--- src/rtl/control_sequencer.sv ---
// control_sequencer: hardwired Mini-SRC control unit (fetch T0-T2,
// execute T3-T6) decoding IR into datapath enables and selects.
//
// Ports:
//   clock, clear      rising-edge clock, async active-high reset
//   IR[31:0]          instruction (op 31:27, Ra 26:23, Rb 22:19, Rc 18:15)
//   Stop              halt request, honoured at instruction end
//   Rin/Rout[15:0]    one-hot GPR load enables / bus drivers
//   HIin..Yin         special register load enables
//   Zhighout..MDRout  special register bus drivers
//   Read, IncPC       memory read strobe, PC increment select
//   ALU_Control[4:0]  ALU operation code
//   Run, State[3:0]   sequencing flag, debug state code
module control_sequencer #(
  parameter logic [4:0] HALT_OP = 5'b11011
) (
  input  logic        clock,
  input  logic        clear,
  input  logic [31:0] IR,
  input  logic        Stop,
  output logic [15:0] Rin,
  output logic [15:0] Rout,
  output logic        HIin,
  output logic        LOin,
  output logic        Zin,
  output logic        PCin,
  output logic        MDRin,
  output logic        IRin,
  output logic        MARin,
  output logic        Yin,
  output logic        Zhighout,
  output logic        Zlowout,
  output logic        HIout,
  output logic        LOout,
  output logic        PCout,
  output logic        MDRout,
  output logic        Read,
  output logic        IncPC,
  output logic [4:0]  ALU_Control,
  output logic        Run,
  output logic [3:0]  State
);

  typedef enum logic [3:0] {
    S_IDLE = 4'd0,
    S_T0   = 4'd1,
    S_T1   = 4'd2,
    S_T2   = 4'd3,
    S_T3   = 4'd4,
    S_T4   = 4'd5,
    S_T5   = 4'd6,
    S_T6   = 4'd7,
    S_HALT = 4'd8
  } state_t;

  state_t state;
  logic   halt_lock;

  logic [4:0] op;
  logic [3:0] ra, rb, rc;
  logic       unused_ir;

  assign op = IR[31:27];
  assign ra = IR[26:23];
  assign rb = IR[22:19];
  assign rc = IR[18:15];
  assign unused_ir = ^IR[14:0];

  logic is_halt, is_alu, is_md, is_un;

  // HALT_OP wins if it is ever overridden onto an ALU code
  assign is_halt = (op == HALT_OP);
  assign is_alu = !is_halt && (op <= 5'b01010);
  assign is_md = !is_halt &&
    (op == 5'b01111 || op == 5'b10000);
  assign is_un = !is_halt &&
    (op == 5'b10001 || op == 5'b10010);

  // final execute state of the current instruction
  logic last;
  always_comb begin
    last = 1'b0;
    case (state)
      S_T3: last = !is_halt && !is_alu
                && !is_md && !is_un;
      S_T4: last = !is_alu && !is_md;
      S_T5: last = !is_md;
      S_T6: last = 1'b1;
      default: last = 1'b0;
    endcase
  end

  always_ff @(posedge clock or posedge clear) begin
    if (clear) begin
      state     <= S_IDLE;
      halt_lock <= 1'b0;
    end else begin
      case (state)
        S_IDLE: state <= S_T0;
        S_T0:   state <= S_T1;
        S_T1:   state <= S_T2;
        S_T2:   state <= S_T3;
        S_T3, S_T4, S_T5, S_T6: begin
          if (state == S_T3 && is_halt) begin
            state     <= S_HALT;
            halt_lock <= 1'b1;
          end else if (last) begin
            state <= Stop ? S_HALT : S_T0;
          end else begin
            state <= state_t'(state + 4'd1);
          end
        end
        S_HALT: begin
          // an opcode halt is sticky until clear
          if (!halt_lock && !Stop)
            state <= S_T0;
        end
        default: state <= S_IDLE;
      endcase
    end
  end

  function automatic logic [15:0] oh(
    input logic [3:0] r
  );
    return 16'd1 << r;
  endfunction

  // Moore decode of state and IR; clear forces IDLE
  // asynchronously so every output drops at once
  always_comb begin
    Rin         = '0;
    Rout        = '0;
    HIin        = 1'b0;
    LOin        = 1'b0;
    Zin         = 1'b0;
    PCin        = 1'b0;
    MDRin       = 1'b0;
    IRin        = 1'b0;
    MARin       = 1'b0;
    Yin         = 1'b0;
    Zhighout    = 1'b0;
    Zlowout     = 1'b0;
    HIout       = 1'b0;
    LOout       = 1'b0;
    PCout       = 1'b0;
    MDRout      = 1'b0;
    Read        = 1'b0;
    IncPC       = 1'b0;
    ALU_Control = '0;
    case (state)
      S_T0: begin
        PCout = 1'b1;
        MARin = 1'b1;
        IncPC = 1'b1;
        Zin   = 1'b1;
      end
      S_T1: begin
        Zlowout = 1'b1;
        PCin    = 1'b1;
        Read    = 1'b1;
        MDRin   = 1'b1;
      end
      S_T2: begin
        MDRout = 1'b1;
        IRin   = 1'b1;
      end
      S_T3: begin
        if (is_alu) begin
          Rout = oh(rb);
          Yin  = 1'b1;
        end else if (is_md) begin
          Rout = oh(ra);
          Yin  = 1'b1;
        end else if (is_un) begin
          Rout        = oh(rb);
          Zin         = 1'b1;
          ALU_Control = op;
        end
      end
      S_T4: begin
        if (is_alu) begin
          Rout        = oh(rc);
          Zin         = 1'b1;
          ALU_Control = op;
        end else if (is_md) begin
          Rout        = oh(rb);
          Zin         = 1'b1;
          ALU_Control = op;
        end else if (is_un) begin
          Zlowout = 1'b1;
          Rin     = oh(ra);
        end
      end
      S_T5: begin
        if (is_alu) begin
          Zlowout = 1'b1;
          Rin     = oh(ra);
        end else if (is_md) begin
          Zlowout = 1'b1;
          LOin    = 1'b1;
        end
      end
      S_T6: begin
        if (is_md) begin
          Zhighout = 1'b1;
          HIin     = 1'b1;
        end
      end
      default: ;
    endcase
  end

  assign Run = (state != S_IDLE) && (state != S_HALT);
  assign State = state;

endmodule

--- config.mk ---
export PLATFORM = sky130hd
export DESIGN_NAME = control_sequencer
export DESIGN_NICKNAME = d
export VERILOG_FILES = /design/src/rtl/control_sequencer.sv
export SDC_FILE = /design/constraint.sdc
export NUM_CORES = 1
export LEC_CHECK = 0
export BUFFER_PORTS_ARGS = -buffer_cell sky130_fd_sc_hd__buf_2
export CORE_MARGIN = 5
export CORE_UTILIZATION = 40
export DETAILED_ROUTE_END_ITERATION = 10
export PLACE_DENSITY = 0.75
export SYNTH_ARGS = -nofsm -noshare
export SYNTH_HDL_FRONTEND = slang
export SYNTH_SLANG_ARGS = --single-unit
--- constraint.sdc ---
create_clock -name clock -period 2.9 [get_ports clock]
set_input_delay 0.58 -clock clock [delete_from_list [all_inputs] [get_ports clock]]
set_output_delay 0.58 -clock clock [all_outputs]
set_load 0.02 [all_outputs]
==> results of run 1 <==
kinds of logic after synthesis:
logic type,after synthesis,synth area share [%]
AO/OA/AOI/OAI,81,43.4
XOR/XNOR,2,1.15
AND/OR/NAND/NOR,91,32.9
buffers and inverters,30,10.9
other,1,0.245
adder cells (fa/ha/maj),4,3.27
flip-flops,5,8.18
cells in the mapped netlist, types with 2 or more instances:
cell	instances	share of area, %
nand3_1	4	1.3
xor2_1	2	1.1
and2_1	8	3.3
nor2_2	4	1.6
inv_1	7	1.7
nor3b_1	3	1.5
a22oi_1	20	9.8
clkbuf_1	4	0.98
nand2b_1	6	2.5
o22ai_1	17	7.0
buf_1	3	0.74
o31ai_1	2	0.98
o21a_1	2	0.98
nor3_1	5	1.6
buf_2	4	1.3
a21o_1	3	1.5
o211ai_1	2	0.98
ha_1	4	3.3
a211oi_1	3	1.5
nand2_1	11	2.7
a32oi_1	12	6.9
nor2b_1	9	3.7
nor3_2	2	1.3
nor2_1	28	6.9
buf_4	11	5.4
dfrtp_1	5	8.2
and3_1	4	1.6
a21oi_1	4	1.3
area by class of cell:
cell class / count / area (um^2) / area share [%]
clock buffer: 4 / 45.0 / 2.37
inverter: 7 / 26.3 / 1.38
multi-input combinational: 180 / 1240 / 65.2
sequential: 5 / 125 / 6.57
tap: 48 / 60.1 / 3.16
timing repair buffer: 79 / 405 / 21.3
power breakdown:
| group | switching (mW) | internal (mW) | total (mW) |
|---|---|---|---|
| Combinational | 0.487 | 0.268 | 0.755 |
| Sequential | 0.0453 | 0.101 | 0.146 |
| Clock | 0.0349 | 0.0944 | 0.129 |
| Total | 0.568 | 0.463 | 1.03 |
path summary, 6_finish.rpt:
path | start | endpoint | slack (ns)
worst min-delay path | clear | State[3] | 0.25
worst max register to register | State[0] | State[0] | 0.70
max in group asynchronous | clear | State[0] | 2.49
worst max-delay path | IR[31] | Rout[10] | 0.12
min in group clock | halt_lock | halt_lock | 0.47
worst min register to register | halt_lock | halt_lock | 0.47
cells in the final DEF, fill, tap and decap left out, types with 2 or more instances in the layout:
cell	Yosys	routed
ha_1	4	4
a211oi_1	3	3
a32oi_1	12	12
and2_1	8	8
dfrtp_1	5	5
clkbuf_8	0	3
a21o_1	3	3
nand2b_1	6	6
nand3_1	4	4
o21a_1	2	2
xor2_1	2	2
buf_4	11	4
nor2_2	4	4
nor3b_1	3	3
nor2b_1	9	9
o31ai_1	2	2
o211ai_1	2	2
a21oi_1	4	4
o22ai_1	17	17
conb_1	1	2
inv_1	7	7
a22oi_1	20	20
nor2_1	28	28
nor3_2	2	2
nand2_1	11	11
nor3_1	5	5
and3_1	4	4
buf_2	4	75
flip-flops by register name (all words and copies together) (netlist names):
| register | count |
|---|---|
| State | 4 |
| halt_lock | 1 |
routing by layer:
metal	vias up	GRT usage, %	routed length, um
li1	935	-	-
met3	6	3.23	525
met2	111	27.8	2340
met4	0	4.38	44
met5	-	0	0
met1	883	26.9	2220
stage by stage:
stage                     area, um^2  power (mW)
after floorplan                 1530       0.732
after global placement          1860       0.891
after detailed placement        1860       0.899
after CTS                       1900        1.03
after global routing            1900        1.11
final                           1900        1.03
critical path, stage by stage:
cell and delay (ns):
buf_2 0.22, nor3b_4 0.36, a32oi_4 0.16, nor2_1 0.30, a22oi_1 0.13, o22ai_1 0.24
buf_2 0.21
==> flow_summary.yaml, run 1 <==
power_and_ir_drop:
  peakVddDrop_uv: 259
  power.leakage_nw: 0.865
  powerDensity_nw_per_um2: 542
placement:
  dp_slack_ns: 0.138
  gp_congestion: 0.954
  numPortBuffers: 75
  place_hpwl_um: 4060
  dp_cells: 319
clock_tree:
  cts_tree: "built"
  ctsHoldBuffers: 0
  clkTransAtPathRegs_ns: 0.04
  post_cts_resized: 0
  cts-root-buf: "clkbuf_8"
  cts_buffers: 3
  cts_buffer_depth: 2
  cts_setup_buffers: 0
  htreeDepth: 1
  clock_latency_ns: 0.22
  clock-sinks: 5
yosys:
  async_flop_share_pct: 100
  synth_edf_count: 0
  synth_seq_cells: 5
  ys_seq_area_share_pct: 8.18
  ys.flop_type: "dfrtp_1"
  synthDistinctLibCells: 53
  yosys_warnings: 0
  synthCells: 214
  synth.cell_area_um2: 1530
  avgSynthCellArea_um2: 7.14
route:
  via_per_inst: 5.99
  ant_nets: 0
  wl_per_cell_um: 15.9
  firstDrtPassIters: 5
  vias: 1935
  drc: 0
  drtIter0Drc: 194
  routed_wl_um: 5130
final_layout:
  fin_cells: 323
  area_growth_pct: 24.5
  fin_util_pct: 51.6
  layout-drive-gt1-share_pct: 36.4
  nets: 315
  antenna_cells: 0
  fill_cells: 387
worst_setup_path:
  critical_path_arrival_ns: 2.20
  cp.required_ns: 2.32
  worstRegToRegCells: 7
  path_class: "input pin to output port"
  endpoint_kind: "output port"
  critPathLaunchType: "input pin"
  cp_max_fo: 10
grt:
  grt_usage_pct: 18.4
  grt_max_degree: 21
  grt_pass1_vias: 1615
  antenna_found_initial: 0
  grt_first_pass_wirelength_um: 7880
  grt_overflow: 0
worst_hold_path:
  hp-class: "input pin to async pin"
floorplanning:
  core_area_um2: 3690
  die_x_um: 71.8
  die_y_um: 71.8
  rows: 22
  dieArea_um2: 5160
  io_pins: 93
  initial_core_util_pct: 41.5
sta:
  final.min_clock_period_ns: 2.78
  finalMaxSlewViolations: 0
  fin_crit_sh_pct: 96.0
  worst_slew_margin_rel_pct: 59.4
  max_freq_mhz: 359
  grt_setup_unrepaired: "false"
  layout_setup_ws_ns: 0.115
  hold_viol_final: 0
  worstMarginPinSlew_ns: 0.607
  skew_ns: 0.00239
  finalSetupViolations: 0
  setup_tns_ns: 0
  hold_slack_ns: 0.246
run_status:
  status: "finished clean"
run:
  drv_cap: 0
Power figures use the tool's default switching activity.
==> inputs of run 2 (changes only) <==
==> config.mk (replaced) <==
export PLATFORM = sky130hd
export DESIGN_NAME = control_sequencer
export DESIGN_NICKNAME = d
export VERILOG_FILES = /design/src/rtl/control_sequencer.sv
export SDC_FILE = /design/constraint.sdc
export NUM_CORES = 1
export LEC_CHECK = 0
export CORE_MARGIN = 5
export CORE_UTILIZATION = 40
export DETAILED_ROUTE_END_ITERATION = 10
export DONT_BUFFER_PORTS = 1
export SYNTH_ARGS = -nofsm -noshare
export SYNTH_HDL_FRONTEND = slang
export SYNTH_SLANG_ARGS = --single-unit
==> run 2 against run 1 <==
Effect of this change:
- sequential share of layout area grew 0.73 points
- hold slack lost 0.11 ns
- maximum frequency grew 6.7%
- flip-flop and latch count is the same
- power shrank 5.3%
- critical path depth shrank 1
- sequential power shrank 4%
- setup slack gained 0.17 ns
- clock skew grew 0.0035 ns
- critical path type is now flip-flop to output port
- highest routed layer unchanged
==> flow_summary.yaml, run 2 (synthesis results as in run 1) <==
final_layout:
  layout-drive-gt1-share_pct: 23.9
  final_cell_area_um2: 1730
  final_cell_mix: "30 x buf_4, 28 x nor2_1, 20 x a22oi_1"
  fin_util_pct: 46.9
  largest_register_ff_count: 4
  layout_commonest_cell: "buf_4"
  nets: 266
  area_growth_pct: 13.2
  fill_cells: 409
  antenna_cells: 0
  seq_area_um2: 126
  multi_input_area_um2: 1250
worst_setup_path:
  path_buf_inv: 1
  critical_path_depth: 6
  ff2ff_setup_slack_ns: 0.71
  endpoint_kind: "output port"
  critPathLaunchType: "flip-flop"
  worstReg2RegEnd: "State[0]"
  path_class: "flip-flop to output port"
  path_delay_family: "simple AND/OR/NAND/NOR gates"
  cpMaxStageDelayCell: "dfrtp_2"
  r2r_start: "State[1]"
  cp.required_ns: 2.32
  worstRegToRegCells: 7
  crit_chain: "ha_1 > inv_1 > a211oi_1 > o21a_2 > nand3_1 > nor2_1"
  cp_max_fo: 6
  slowest_delay_ns: 0.46
  critical_path_arrival_ns: 2.03
grt:
  grt_first_pass_wirelength_um: 7730
  antenna_found_initial: 0
  grt_overflow: 0
  grt_pass1_vias: 1494
  grt_max_degree: 21
  grt_usage_pct: 18.1
run:
  drv_cap: 0
power_and_ir_drop:
  p_sw_share_pct: 55.7
  power_mw: 0.976
  p_int_mw: 0.433
  powerDensity_nw_per_um2: 564
  switchingPower_mw: 0.544
  power.leakage_nw: 0.633
  power_frac_clock_pct: 13.4
  p_seq_share_pct: 14.4
  p_comb_share_pct: 72.2
  peakVddDrop_uv: 331
floorplanning:
  rows: 22
  io_pins: 93
  initial_core_util_pct: 41.5
  die_x_um: 71.8
  dieArea_um2: 5160
  core_area_um2: 3690
  die_y_um: 71.8
placement:
  dpl-instance-area_um2: 1680
  numPortBuffers: 0
  place_hpwl_um: 3930
  gp_congestion: 0.874
route:
  vias: 1728
  firstDrtPassIters: 4
  routed_wl_um: 4970
  drtIter0Drc: 124
  ant_nets: 0
  drc: 0
  via_per_inst: 6.31
  wl_per_cell_um: 18.1
sta:
  fin_crit_sh_pct: 90.0
  worst_slew_margin_rel_pct: 63.0
  hold_viol_final: 0
  final.min_clock_period_ns: 2.61
  skew_ns: 0.00590
  finalMaxSlewViolations: 0
  grt_setup_unrepaired: "false"
  setup_tns_ns: 0
  worstMarginPinSlew_ns: 0.553
  finalSetupViolations: 0
  max_freq_mhz: 383
clock_tree:
  cts-root-buf: "clkbuf_8"
  clock-sinks: 5
  cts_buffer_depth: 2
  cts_buffers: 3
  clkTransAtPathRegs_ns: 0.04
  post_cts_resized: 0
  ctsHoldBuffers: 0
  cts_setup_buffers: 0
  htreeDepth: 1
  cts_tree: "built"
  clock_latency_ns: 0.23
worst_hold_path:
  hp-class: "input pin to async pin"
run_status:
  status: "finished clean"
==> run 2: worst max-delay path by stage <==
| stage | slack [ns] | endpoint | start |
|---|---|---|---|
| after global placement | 0.36 | Rin[15] | State[1] |
| after detailed placement | 0.37 | Rin[15] | State[1] |
| final | 0.29 | Rin[15] | State[1] |
| after floorplan | 0.31 | Rin[12] | IR[29] |
| after CTS | 0.12 | Rin[15] | State[1] |
| after global routing | 0.02 | Rin[12] | State[1] |
==> run 2: routing by layer <==
metal  wire length (um)  GRT usage, %
met5                  0             0
met4                 29          1.88
met3                507          5.19
met2               2140          26.4
met1               2300          27.0
==> run 2: stage by stage <==
stage	hold slack, ns	cells	setup WS (ns)
floorplan	0.359	215	0.306
global placement	0.377	270	0.365
detailed placement	0.378	270	0.368
CTS	0.143	274	0.119
global route	0.150	274	0.0208
finish	0.135	274	0.290
==> run 2: worst reg2reg max path: stages, from the launching register on <==
cell and delay [ns]:
dfrtp_2 0.48, inv_1 0.10, ha_1 0.25, nand3b_1 0.12, buf_4 0.22, or3_1 0.40
nor3b_1 0.19, a211o_1 0.32
==> run 2: area by class of cell <==
cell class                 instances  area share [%]
tap                               48            3.47
clock buffer                       4            2.60
sequential                         5            7.30
timing repair buffer              30            13.0
inverter                           7            1.52
multi-input combinational        180            72.1
==> run 2: power groups by stage <==
stage / clock network [mW] / logic [mW] / registers, mW
3_3_place_gp: 0 / 0.695 / 0.139
2_1_floorplan: 0 / 0.575 / 0.157
6_report: 0.131 / 0.705 / 0.140
5_1_grt: 0.139 / 0.769 / 0.146
3_5_place_dp: 0 / 0.699 / 0.140
4_1_cts: 0.132 / 0.701 / 0.139
